[config.mk]
export PLATFORM = sky130hd
export DESIGN_NAME = dmem_ctrl
export DESIGN_NICKNAME = d
export VERILOG_FILES = /design/src/rtl/dmem_pkg.sv /design/src/rtl/dmem_rr_arb.sv /design/src/rtl/dmem_ctrl.sv
export SDC_FILE = /design/constraint.sdc
export NUM_CORES = 1
export LEC_CHECK = 0
export CORE_MARGIN = 4
export CORE_UTILIZATION = 48
export CTS_CLUSTER_SIZE = 28
export DETAILED_ROUTE_END_ITERATION = 12
export HOLD_SLACK_MARGIN = 0.15
export PLACE_DENSITY_LB_ADDON = 0.15
export SLEW_MARGIN = 20
export SYNTH_ARGS = -nofsm -noshare
export SYNTH_HDL_FRONTEND = slang
export SYNTH_SLANG_ARGS = --single-unit
[constraint.sdc]
create_clock -name clk -period 7.1 [get_ports clk]
set_input_delay 0.71 -clock clk [delete_from_list [all_inputs] [get_ports clk]]
set_output_delay 0.71 -clock clk [all_outputs]
set_load 0.05 [all_outputs]
[src/rtl/dmem_pkg.sv]
`default_nettype none
// ============================================================================
// Module   : dmem_pkg
// Purpose  : Shared size encodings, sequencer states and lane helpers for the
//            dmem controller.
// Revision : 1.0 - initial release
// ============================================================================
package dmem_pkg;

    localparam logic [1:0] SZ_B   = 2'b00;
    localparam logic [1:0] SZ_H   = 2'b01;
    localparam logic [1:0] SZ_W   = 2'b10;
    localparam logic [1:0] SZ_RSV = 2'b11;

    typedef enum logic [1:0] {
        ST_IDLE = 2'd0,
        ST_RD   = 2'd1,
        ST_WR   = 2'd2,
        ST_RESP = 2'd3
    } state_t;

    // Replace the addressed byte/half lane of old_word with right-justified wdata.
    function automatic logic [31:0] lane_merge(
        input logic [31:0] old_word,
        input logic [31:0] wdata,
        input logic [1:0]  size,
        input logic [1:0]  off
    );
        logic [31:0] w_res;
        w_res = old_word;
        case (size)
            SZ_B:    w_res[{off, 3'b000} +: 8]     = wdata[7:0];
            SZ_H:    w_res[{off[1], 4'b0000} +: 16] = wdata[15:0];
            default: w_res = wdata;
        endcase
        return w_res;
    endfunction

    function automatic logic [31:0] load_extend(
        input logic [31:0] word,
        input logic [1:0]  size,
        input logic [1:0]  off,
        input logic        uns
    );
        logic [7:0]  w_b;
        logic [15:0] w_h;
        logic [31:0] w_res;
        w_b = word[{off, 3'b000} +: 8];
        w_h = word[{off[1], 4'b0000} +: 16];
        case (size)
            SZ_B:    w_res = {{24{~uns & w_b[7]}}, w_b};
            SZ_H:    w_res = {{16{~uns & w_h[15]}}, w_h};
            default: w_res = word;
        endcase
        return w_res;
    endfunction

endpackage
`default_nettype wire

[src/rtl/dmem_rr_arb.sv]
`default_nettype none
// ============================================================================
// Module   : dmem_rr_arb
// Purpose  : Two-way round-robin grant; on a tie the port not granted last wins.
// Revision : 1.0 - initial release
// ============================================================================
module dmem_rr_arb (
    input  logic [1:0] req,
    input  logic       en,
    input  logic       rr_last,
    output logic [1:0] gnt
);

    always_comb begin
        gnt = 2'b00;
        if (en) begin
            case (req)
                2'b01:   gnt = 2'b01;
                2'b10:   gnt = 2'b10;
                2'b11:   gnt = rr_last ? 2'b01 : 2'b10;
                default: gnt = 2'b00;
            endcase
        end
    end

endmodule
`default_nettype wire

[src/rtl/dmem_ctrl.sv]
`default_nettype none
// ============================================================================
// Module   : dmem_ctrl
// Purpose  : Arbitrated access sequencer for the 256 B word-write dmem, with
//            read-modify-write for sub-word stores and extended sub-word loads.
// Revision : 1.0 - initial release
// ============================================================================
module dmem_ctrl
    import dmem_pkg::*;
#(
    parameter int ADDR_W = 8,
    parameter int DATA_W = 32
) (
    input  logic              clk,
    input  logic              rst,
    input  logic              p0_req,
    input  logic              p0_we,
    input  logic [1:0]        p0_size,
    input  logic              p0_unsigned,
    input  logic [31:0]       p0_addr,
    input  logic [DATA_W-1:0] p0_wdata,
    output logic              p0_gnt,
    output logic              p0_rvalid,
    output logic [DATA_W-1:0] p0_rdata,
    output logic              p0_err,
    input  logic              p1_req,
    input  logic              p1_we,
    input  logic [1:0]        p1_size,
    input  logic              p1_unsigned,
    input  logic [31:0]       p1_addr,
    input  logic [DATA_W-1:0] p1_wdata,
    output logic              p1_gnt,
    output logic              p1_rvalid,
    output logic [DATA_W-1:0] p1_rdata,
    output logic              p1_err,
    output logic              mem_we,
    output logic [31:0]       mem_addr,
    output logic [DATA_W-1:0] mem_wdata,
    input  logic [DATA_W-1:0] mem_rdata
);

    state_t              r_state;
    state_t              w_state_nxt;
    logic                r_rr_last;
    logic                r_we;
    logic [1:0]          r_size;
    logic                r_uns;
    logic [1:0]          r_off;
    logic [DATA_W-1:0]   r_wdata;
    logic                r_port;
    logic                r_err;
    logic [DATA_W-1:0]   r_rbuf;
    logic [31:0]         r_mem_addr;
    logic [DATA_W-1:0]   r_mem_wdata;

    logic [1:0]          w_gnt;
    logic                w_any;
    logic                w_sel;
    logic                w_req_we;
    logic [1:0]          w_req_size;
    logic                w_req_uns;
    logic [31:0]         w_req_addr;
    logic [DATA_W-1:0]   w_req_wdata;
    logic                w_err;
    logic [DATA_W-1:0]   w_ld_data;

    // Grants are suppressed while reset is held so nothing is accepted then.
    dmem_rr_arb u_arb (
        .req     ({p1_req, p0_req}),
        .en      ((r_state == ST_IDLE) && rst),
        .rr_last (r_rr_last),
        .gnt     (w_gnt)
    );

    assign w_any       = |w_gnt;
    assign w_sel       = w_gnt[1];
    assign w_req_we    = w_sel ? p1_we       : p0_we;
    assign w_req_size  = w_sel ? p1_size     : p0_size;
    assign w_req_uns   = w_sel ? p1_unsigned : p0_unsigned;
    assign w_req_addr  = w_sel ? p1_addr     : p0_addr;
    assign w_req_wdata = w_sel ? p1_wdata    : p0_wdata;

    assign w_err = (w_req_size == SZ_RSV)
                || ((w_req_size == SZ_H) && w_req_addr[0])
                || ((w_req_size == SZ_W) && (w_req_addr[1:0] != 2'b00))
                || (|w_req_addr[31:ADDR_W]);

    always_ff @(posedge clk or negedge rst) begin
        if (!rst) begin
            r_state <= ST_IDLE;
        end else begin
            r_state <= w_state_nxt;
        end
    end

    always_comb begin
        w_state_nxt = r_state;
        case (r_state)
            ST_IDLE: begin
                if (w_any) begin
                    if (w_err)                      w_state_nxt = ST_RESP;
                    else if (!w_req_we)             w_state_nxt = ST_RD;
                    else if (w_req_size == SZ_W)    w_state_nxt = ST_WR;
                    else                            w_state_nxt = ST_RD;
                end
            end
            ST_RD:   w_state_nxt = r_we ? ST_WR : ST_RESP;
            ST_WR:   w_state_nxt = ST_RESP;
            ST_RESP: w_state_nxt = ST_IDLE;
            default: w_state_nxt = ST_IDLE;
        endcase
    end

    // mem_addr/mem_wdata are registered so they hold between accesses; the
    // merged store word is formed while the RD cycle's read data is present.
    always_ff @(posedge clk or negedge rst) begin
        if (!rst) begin
            r_rr_last   <= 1'b1;
            r_we        <= 1'b0;
            r_size      <= SZ_B;
            r_uns       <= 1'b0;
            r_off       <= 2'b00;
            r_wdata     <= '0;
            r_port      <= 1'b0;
            r_err       <= 1'b0;
            r_rbuf      <= '0;
            r_mem_addr  <= '0;
            r_mem_wdata <= '0;
        end else begin
            if (w_any) begin
                r_rr_last <= w_sel;
                r_port    <= w_sel;
                r_we      <= w_req_we;
                r_size    <= w_req_size;
                r_uns     <= w_req_uns;
                r_off     <= w_req_addr[1:0];
                r_wdata   <= w_req_wdata;
                r_err     <= w_err;
                if (!w_err) begin
                    r_mem_addr <= {w_req_addr[31:2], 2'b00};
                    if (w_req_we && (w_req_size == SZ_W)) begin
                        r_mem_wdata <= w_req_wdata;
                    end
                end
            end
            if (r_state == ST_RD) begin
                r_rbuf <= mem_rdata;
                if (r_we) begin
                    r_mem_wdata <= lane_merge(mem_rdata, r_wdata, r_size, r_off);
                end
            end
        end
    end

    always_comb begin
        p0_gnt    = w_gnt[0];
        p1_gnt    = w_gnt[1];
        p0_rvalid = 1'b0;
        p1_rvalid = 1'b0;
        p0_err    = 1'b0;
        p1_err    = 1'b0;
        p0_rdata  = '0;
        p1_rdata  = '0;
        w_ld_data = (r_we || r_err) ? '0 : load_extend(r_rbuf, r_size, r_off, r_uns);
        if (r_state == ST_RESP) begin
            if (r_port) begin
                p1_rvalid = 1'b1;
                p1_err    = r_err;
                p1_rdata  = w_ld_data;
            end else begin
                p0_rvalid = 1'b1;
                p0_err    = r_err;
                p0_rdata  = w_ld_data;
            end
        end
        mem_we    = (r_state == ST_WR);
        mem_addr  = r_mem_addr;
        mem_wdata = r_mem_wdata;
    end

endmodule
`default_nettype wire

### Word level (Yosys, flattened, before mapping)

Index checks and enable logic that the tools add are counted.

* memories: 0
* bits in registers: 137
* output and inout bits: 135
* RAM bits: 0
* memory bits (read-only): 0
* latch bits: 0

* multipliers: 0
* eq/ne operators: 11
* shift operators: 6
* add/subtract/negate cells: 2
* $lt $le $gt $ge: 0
* divide/modulo/power cells: 0
* muxes and demuxes: 36
* bitwise operators: 4
* reduce and logical (&&, ||, !) cells: 14

Operator list (number)
* $mux W32: 12
* $pmux W32 S2: 2
* $bwmux W32: 2
* $shift A16 B7 Y32 const A: 1
* $shift A8 B7 Y32 const A: 1
* $shiftx A16 B7 Y32: 1
* $shiftx A32 B6 Y16: 1
* $shiftx A32 B6 Y8: 1
* $shiftx A8 B7 Y32: 1
* $reduce_or A24 Y1: 1
* $mux W2: 7
* $neg A5 Y7: 2
* $eq A2 B2 Y1 const B: 6
* $mux W1: 11
* $eq A2 B1 Y1 const B: 4
* $pmux W2 S4: 1
* $pmux W2 S3: 1
* $logic_and A1 B1 Y1: 4
* $logic_not A2 Y1: 2
* $logic_or A1 B1 Y1: 4
* $and A1 B1 Y1: 2
* $ne A2 B2 Y1 const B: 1
* $not A1 Y1: 2
* $reduce_and A2 Y1: 1
* 2 further kinds: 2

### Depth between registers and ports, before layout

Gate-level depths: netlist of run 1.

* depth in word-level cells: 13
* depth in mapped cells: 10
* gate-level depth less buffers: 9

### Modules after synthesis

From an unflattened synthesis of run 1, not the netlist that was laid out.

* cell total of the unflattened synthesis: 790
* area total of the unflattened synthesis: 7571.0 um2

By module, submodules not included
* dmem_ctrl: times used 1, cells an instance 785, area each 7549.7 um2
* dmem_rr_arb: times used 1, cells an instance 5, area each 21.3 um2

### Worst setup path before layout of run 1

OpenSTA, ideal clock, no wires.

* path kind: input port to output port
* start: input port p1_req
* end: output port p1_gnt
* data arrival time: 2.244 ns
* data required time: 6.390 ns
* slack: 4.146 ns
* stages on the path: 6
* cell sequence: and3_1 -> nand2_1 -> inv_1 -> clkbuf_1 -> clkbuf_1 -> clkbuf_1

* word-level cells in the longest chain between the ends: 3
* elaborated cells on any way between the ends: 5
* those cells by class: 3 x eq/ne; 2 x mux

RTL lines
* start, declared: line dmem_ctrl.sv:26 `input logic p1_req,`
* $eq A2 B2 Y1 / $eq A2 B1 Y1 (equally long branches): line dmem_rr_arb.sv:17 `case (req)`
* $pmux W2 S3 *: line dmem_rr_arb.sv:17
* $mux W2 *: line dmem_rr_arb.sv:16 `if (en) begin`
* end, declared: line dmem_ctrl.sv:32 `output logic p1_gnt,`

Every way passes the cells marked *; elsewhere a longest branch is shown, timed or not.

### Worst setup path in the final report of run 1

* start: register r_size[0]
* end: output port p0_rdata[14]

* word-level cells in the longest chain between the ends: 5
* elaborated cells on any way between the ends: 6
* those cells by class: 1 x eq/ne; 4 x mux; 1 x reduce/logical

RTL lines
* start, declared: line dmem_ctrl.sv:46 `logic [1:0] r_size;`
* start signal, assigned: line dmem_ctrl.sv:134 `r_size <= w_req_size;`
* $eq A2 B1 Y1 / $logic_not A2 Y1 (equally long branches): line dmem_pkg.sv:50 `case (size)`
* $pmux W32 S2 *: line dmem_pkg.sv:50
* $mux W32 *: line dmem_ctrl.sv:164 `w_ld_data = (r_we || r_err) ? '0 : load_extend(r_rbuf, r_size, r_off, r_uns);`
* $mux W32 *: line dmem_ctrl.sv:166 `if (r_port) begin`
* $mux W32 *: line dmem_ctrl.sv:165 `if (r_state == ST_RESP) begin`
* end, declared: line dmem_ctrl.sv:24 `output logic [DATA_W-1:0] p0_rdata,`

Marks and branches as above.

==> impl_summary.txt, run 1 <==
----------------------------------------------------
[Cells and area]
  Area used by multi-input combinational logic ... approximately 4200 sq um
  Fillers ... approximately 1,200
  Final cell utilization of the core ... 72.92%
  Area growth from synthesis to layout ... 47.20%
  Register Area ... around 3400 sq um
  Summed area of non-filler cells in the final layout ... 11,710 sq um
  Total Nets Final ... 1,345
  Highest-count cells in the layout ignoring fill and taps ... clkdlybuf4s50_1, nand2_1, dfrtp_1, nor2_1, o21ai_0
  Share of final-layout standard cells stronger than drive strength 1 ... 7.058%
  Commonest non-fill, non-tap cell in the layout ... clkdlybuf4s50_1

[Clock network]
  Clock transition at the register clock pins on the worst setup and hold paths after CTS ... 60 ps
  Total clock sinks ... 137
  TritonCTS clock tree ... built
  H-tree depth ... 4
  Setup Buffers After CTS ... 0
  Maximum clock path buffer count ... 2
  Root buf cell ... clkbuf_16
  Number of resized instances in the post-cts repair step ... 0
  Number of buffers added to fix hold violations after cts ... 0
  Clock latency on the worst-skew pair ... between 400 and 500 ps
  TritonCTS buffer count ... 17

[Floorplanning]
  Initial core utilization ... 49.54%
  Die Height ... 136.7 microns
  Site row count ... 46
  Count of pins on the block boundary ... 307
  Core Region ... 16,060 sq um
  Horiz. Die Dim ... 136.7 microns
  DIE AREA ... 18,700 sq um

[Global routing]
  Global-route wire length before repair ... 44.08 mm
  Antenna violations before repair ... 1
  Total congestion overflow ... 0
  Vias in the first global route ... between 7,000 and 8,000
  Pin count of the biggest net entering global routing ... 88
  Overall fraction of global-route tracks in use ... a little over 30%

[Yosys]
  Count of distinct cell types in the synthesized netlist ... 47
  Share of async-settable or async-resettable flops after synthesis ... 100.0%
  Commonest register cell after synthesis ... dfrtp_1
  Syn Std Cell Area ... around 8000 sq um
  Register area share after synthesis ... between 40 and 50%
  Count of yosys warnings during synthesis ... 0
  Cells taking the most area after synthesis ... dfrtp_1, nand2_1, mux2i_1
  Gate Count Post-Synth ... 891
  EDFF count, synth ... 0
  Synthesized area divided by synthesized cell count ... 8.928 sq um
  Cell type with the largest total area after synthesis ... dfrtp_1
  #FFs+latches synth ... 137
  Fraction of post-synthesis cell area in the top cell type by area ... 42.78%

[STA]
  Setup-failing EPs final ... 0
  Actual transition at the worst max-transition pin ... approximately 1200 ps
  Post-route fraction of the period consumed by the critical path ... 61.82%
  Setup Skew ... about 7 ps
  Setup TNS Final ... 0 ps
  Number of max-slew violations in the final report ... 0
  Max transition margin ... 22.75%
  Max Fclk ... roughly 230 MHz
  Post-layout min period ... ~4400 ps
  Worst path setup slack after routing ... 2711 ps
  Setup repair after global routing missed its margin ... no
  Count of endpoints failing hold in the final timing report ... 0

[Routing]
  DR vias/cell ... a little under 6
  DRC violation total after the first TritonRoute iteration ... roughly 670
  Length of the first detailed-routing pass in iterations ... 6
  Count of unresolved DRC violations after routing ... 0
  Aggregate routed wire length ... 28.80 mm
  Count of antenna-violating nets left after detailed routing ... 0
  Routed WL per cell ... 20.68 microns
  Via count ... 8,083

[Placed design]
  Weighted congestion reported at the end of routability-driven placement ... 0.8935
  Placed wire-length estimate after detailed placement ... roughly 21 mm
  Placed cell areas ... 11,110 sq um
  Worst-case setup slack after placement ... 3012 ps
  # port buffers ... 304

[Power]
  Power Dens Cells ... 397.7 nW/um^2
  Total net switching power ... 0.002173 W
  Clock network power share ... between 10% and 20%
  Overall power consumption ... 0.004657 W
  Fraction of power consumed by combinational cells ... 50.1%
  Design internal power ... between 0.002 and 0.0025 W
  Leakage ... 4.835 nW
  Switching share of total power ... 46.66%
  VDD IR-drop max ... 0.2863 mV
  Sequential group share of total power ... 30.9%

[Run status]
  Status ... complete, no violations

[Run]
  Max_cap viols ... 0

[Worst setup path]
  Worst path arrival time ... between 3000 and 4000 ps
  Crit path launch type ... register
  Worst setup path class ... register to primary output
  Required time reported for the critical path endpoint ... approximately 6400 ps
  CP Max Fanout ... 32
  Worst Setup End Kind ... primary output

[Hold path]
  Path type of the worst min-delay path ... input pin to asynchronous set/reset pin

----------------------------------------------------
==> critical path, cell delays in order (launching register included) <==
cell and delay [ps]:
dfrtp_1 1110, inv_1 260, and2_1 240, a21oi_1 560, a221o_1 310, nor2_1 60
clkdlybuf4s50_1 710
==> sequential cells by signal, indices dropped and copies added, names as in the netlist <==
signal,flops
mem_addr,30
mem_wdata,32
r_err,1
r_off,2
r_port,1
r_rbuf,32
r_rr_last,1
r_size,2
r_state,2
r_uns,1
r_wdata,32
r_we,1
==> final cells by class <==
cell class                      instances  area share [%]
Timing Repair Buffer                  313           26.57
Inverter                               22          0.7052
Clock inverter                         15           1.421
Sequential cell                       137           29.30
Clock buffer                           17           3.633
Multi-Input combinational cell        672           36.04
Antenna cell                            1         0.02137
Tap cell                              216           2.308
==> cells by family after synthesis <==
group,share of synthesized area (%)
AO/OA/AOI/OAI,22.52
AND/OR/NAND/NOR,19.27
multiplexers,9.169
adder cells (fa/ha/maj),1.573
buffers and inverters,4.309
flip-flops,43.11
other,0.04714
==> cells in the mapped netlist (3+ instances only) <==
cell,instances
nor4_1,12
nand2b_1,8
nor2b_1,33
buf_6,3
a221oi_1,25
ha_1,10
mux2i_1,38
a222oi_1,7
o21ai_0,61
a21oi_1,32
dfrtp_1,136
a22o_1,17
and3_1,3
nor3_1,5
inv_1,21
a221o_1,24
a21o_1,33
buf_1,3
o22ai_1,3
mux2_2,29
o21a_1,16
o21bai_1,3
nand2_1,156
nor2_1,75
a31oi_1,32
clkbuf_1,52
nand3_1,4
and2_1,27
==> path summary, 6_finish.rpt <==
| kind | from | to | slack, ps | depth (start not counted) |
|---|---|---|---|---|
| worst max-delay path | r_size[0]$_DFFE_PN0N_ | p0_rdata[14] | 2710 | 6 |
| worst min-delay path | rst | mem_addr[6]$_DFFE_PN0P_ | 340 | 1 |
| worst max register to register | r_off[1]$_DFFE_PN0N_ | mem_wdata[11]$_DFF_PN0_ | 3580 | 7 |
| worst min register to register | mem_addr[18]$_DFFE_PN0P_ | mem_addr[18]$_DFFE_PN0P_ | 480 | 1 |
| max in group asynchronous | rst | r_wdata[2]$_DFFE_PN0N_ | 5510 | 2 |
| min in group clk | mem_addr[18]$_DFFE_PN0P_ | mem_addr[18]$_DFFE_PN0P_ | 480 | 1 |
==> metrics by stage <==
step,hold WS [ps],instances
global route,393.2,1393
detailed placement,469.8,1360
CTS,368.7,1392
global placement,468.7,1360
floorplan,414.4,892
finish,335.4,1393
==> per-layer routing <==
metal | part of all wire (%) | track usage, %
met1 | 41 | 41.04
met2 | 46 | 48.03
met4 | 4.5 | 14.45
met3 | 9.0 | 6.434
met5 | 0 | 0
==> power by group through the flow <==
| stage | clock network, W | registers [W] | logic (W) |
|---|---|---|---|
| floorplan | 0 | 0.00160 | 0.00130 |
| global placement | 0 | 0.00142 | 0.00226 |
| detailed placement | 0 | 0.00143 | 0.00230 |
| CTS | 0.000898 | 0.00142 | 0.00231 |
| global route | 0.000929 | 0.00147 | 0.00250 |
| finish | 0.000888 | 0.00144 | 0.00233 |
No activity file was read; power rests on OpenSTA's default activity.
==> inputs of run 2 (changes only) <==
--- a/config.mk
+++ b/config.mk
@@ -6,7 +6,7 @@
 export NUM_CORES = 1
 export LEC_CHECK = 0
 export CORE_MARGIN = 4
-export CORE_UTILIZATION = 48
+export CORE_UTILIZATION = 45
 export CTS_CLUSTER_SIZE = 28
 export DETAILED_ROUTE_END_ITERATION = 12
 export HOLD_SLACK_MARGIN = 0.15
==> constraint.sdc (replaced) <==
create_clock -name clk -period 4.4 [get_ports clk]
set_input_delay 0.44 -clock clk [delete_from_list [all_inputs] [get_ports clk]]
set_output_delay 0.44 -clock clk [all_outputs]
set_load 0.05 [all_outputs]
==> run 2 against run 1 <==
Compared with the run above:
- clock power rose by 64%
- die area rose by 6.3%
- clock skew fell by 0.87 ps
- sequential share of layout area fell by 0.23 points
- global-route usage fell by 1.6 points
- critical path type unchanged
- critical endpoint is now p0_rdata[23]
- largest power group unchanged
==> impl_summary.txt, run 2 (same netlist as run 1, synthesis figures left out) <==
----------------------------------------------------
[Floorplanning]
  Site row count ... 48 (was 46)
  Count of pins on the block boundary ... 307 (unchanged)
  Horiz. Die Dim ... 141.0 microns (was 136.7 microns)
  Core Region ... 17,300 sq um (was 16,060 sq um)
  DIE AREA ... 19,870 sq um (was 18,700 sq um)
  Die Height ... 141.0 microns (was 136.7 microns)
  Initial core utilization ... 45.99% (was 49.54%)

[STA]
  Setup Skew ... 5.967 ps (was 6.838 ps)
  Worst path setup slack after routing ... 641.7 ps (was 2711 ps)
  Post-route fraction of the period consumed by the critical path ... 85.42%
  Setup repair after global routing missed its margin ... no (unchanged)
  Setup TNS Final ... 0 ps (unchanged)
  Max Fclk ... ~270 MHz
  Post-layout min period ... between 3000 and 4000 ps
  Setup-failing EPs final ... 0 (unchanged)
  Number of max-slew violations in the final report ... 0 (unchanged)
  Actual transition at the worst max-transition pin ... 1071 ps (was 1159 ps)
  Count of endpoints failing hold in the final timing report ... 0 (unchanged)
  Max transition margin ... 28.31% (was 22.75%)

[Worst setup path]
  Crit path launch type ... register (unchanged)
  Worst Setup End Kind ... primary output (unchanged)
  Buf+Inv Stages, Crit Path ... 2 (unchanged)
  Max stage delay on crit path ... 840 ps (was 1110 ps)
  Required time reported for the critical path endpoint ... 3960 ps (was 6390 ps)
  Worst path arrival time ... 3320 ps (was 3680 ps)
  Cell family with the largest share of critical-path delay ... buffers and inverters (was flip-flops)
  CP Max Fanout ... 21 (was 32)
  Startpoint of the most critical setup path ... r_size[0]$_DFFE_PN0N_ (unchanged)
  Cell with the biggest individual delay on the critical path ... clkdlybuf4s50_1 (was dfrtp_1)
  Worst setup path class ... register to primary output (unchanged)
  CP cell instances ... buf_4 > a21oi_1 > o21bai_1 > nand3_1 > nor2_1 > clkdlybuf4s50_1 (was inv_1 > and2_1 > a21oi_1 > a221o_1 > nor2_1 > clkdlybuf4s50_1)
  Launching point of the worst reg2reg path ... r_off[1]$_DFFE_PN0N_ (unchanged)

[Clock network]
  Total clock sinks ... 137 (unchanged)
  Setup Buffers After CTS ... 0 (unchanged)
  H-tree depth ... 4 (unchanged)
  Root buf cell ... clkbuf_16 (unchanged)
  TritonCTS buffer count ... 17 (unchanged)
  TritonCTS clock tree ... built (unchanged)
  Maximum clock path buffer count ... 2 (unchanged)
  Clock latency on the worst-skew pair ... 430 ps (was 420 ps)
  Clock transition at the register clock pins on the worst setup and hold paths after CTS ... 70 ps (was 60 ps)

[Power]
  VDD IR-drop max ... 0.3919 mV (was 0.2863 mV)
  Overall power consumption ... 0.007555 W (was 0.004657 W)
  Power Dens Cells ... 640.2 nW/um^2 (was 397.7 nW/um^2)
  Leakage ... 4.888 nW (was 4.835 nW)

[Global routing]
  Vias in the first global route ... 7,879 (was 7,960)
  Total congestion overflow ... 0 (unchanged)
  Overall fraction of global-route tracks in use ... 29.19% (was 30.75%)
  Global-route wire length before repair ... 45.47 mm (was 44.08 mm)
  Pin count of the biggest net entering global routing ... 65 (was 88)
  Antenna violations before repair ... 2 (was 1)

[Routing]
  Length of the first detailed-routing pass in iterations ... 5 (was 6)
  DRC violation total after the first TritonRoute iteration ... 628 (was 671)
  Routed WL per cell ... 20.65 microns (was 20.68 microns)
  DR vias/cell ... 5.756 (was 5.803)
  Aggregate routed wire length ... 29.14 mm (was 28.80 mm)
  Count of antenna-violating nets left after detailed routing ... 0 (unchanged)
  Count of unresolved DRC violations after routing ... 0 (unchanged)
  Via count ... 8,122 (was 8,083)

[Placed design]
  Worst-case setup slack after placement ... 1157 ps (was 3012 ps)
  # port buffers ... 304 (unchanged)
  Inst Count DP ... 1,376 (was 1,360)
  Placed wire-length estimate after detailed placement ... 21.63 mm (was 20.87 mm)
  Weighted congestion reported at the end of routability-driven placement ... 0.8742 (was 0.8935)

[Cells and area]
  Total Nets Final ... 1,353 (was 1,345)
  Finished Layout Cells ... 1,411 (was 1,393)
  Commonest non-fill, non-tap cell in the layout ... clkdlybuf4s50_1 (unchanged)
  Share of final-layout standard cells stronger than drive strength 1 ... 7.601% (was 7.058%)
  Highest-count cells in the layout ignoring fill and taps ... clkdlybuf4s50_1, nand2_1, dfrtp_1, nor2_1, o21ai_0 (unchanged)
  Area growth from synthesis to layout ... 48.35% (was 47.20%)

[Run]
  Max_cap viols ... 0 (unchanged)

[Hold path]
  Path type of the worst min-delay path ... input pin to asynchronous set/reset pin (unchanged)

[Run status]
  Status ... complete, no violations (unchanged)

----------------------------------------------------
run 2: cell types whose count changed in the layout (fill, tap and decap cells not counted), sizes merged:
cell,delta
bufinv,-1
inv,+7
clkinvlp,-3
clkinv,-3
diode,+1
clkdlybuf4s50,-1
dlygate4sd3,+1
buf,+8
run 2: layout make-up:
cell class | instances | area (sq um)
fill | 1409 | 5495
multi-input combinational | 672 | 4219
sequential | 137 | 3431
timing repair buffer | 321 | 3184
clock buffer | 17 | 425.4
tap | 225 | 281.5
clock inverter | 15 | 172.7
inverter | 22 | 82.58
antenna | 2 | 5.005
run 2: worst register-to-register path, cell delays in order (launching register included):
cell	delay, ps
dfrtp_1	500
buf_4	210
clkinv_1	480
ha_1	580
nand2_1	60
nor3_1	720
a21oi_1	170
o21a_1	240
a31oi_1	160
run 2: power by group:
group          leakage, nW  switching [W]  internal [W]
logic                 2.90        0.00235       0.00143
clock network        0.296       0.000648      0.000814
registers             1.69       0.000555       0.00176
total                 4.89        0.00355       0.00400
run 2: worst paths after layout:
path                       cells after the start                       end  slack (ps)
max                                            6              p0_rdata[23]         640
min                                            2  mem_addr[30]$_DFFE_PN0P_         450
max reg2reg                                    8    mem_wdata[8]$_DFF_PN0_        1210
min reg2reg                                    1   mem_addr[8]$_DFFE_PN0P_         490
max in group asynchronous                      3     r_size[1]$_DFFE_PN0N_        2850
min in group clk                               1   mem_addr[8]$_DFFE_PN0P_         490
run 2: through the flow:
stage	utilization, %	instance area (sq um)	hold slack [ps]
4_1_cts	68.16	11790	426.6
3_3_place_gp	64.64	11180	325.7
6_report	68.23	11800	448.7
2_1_floorplan	-	7959	144.4
3_5_place_dp	64.64	11180	327.4
5_1_grt	68.23	11800	468.0
run 2: routing by layer:
| metal | wire [microns] | global-route usage (%) |
|---|---|---|
| met1 | 12560 | 40.45 |
| met2 | 13240 | 44.56 |
| met3 | 2439 | 6.886 |
| met4 | 904 | 11.27 |
| met5 | 0 | 0 |
run 2: repair_timing:
| action | in CTS | in global routing |
|---|---|---|
| resized for setup | 0 | 0 |
| hold buffers | 1 | 0 |
| endpoints found under the hold margin | 24 | 0 |
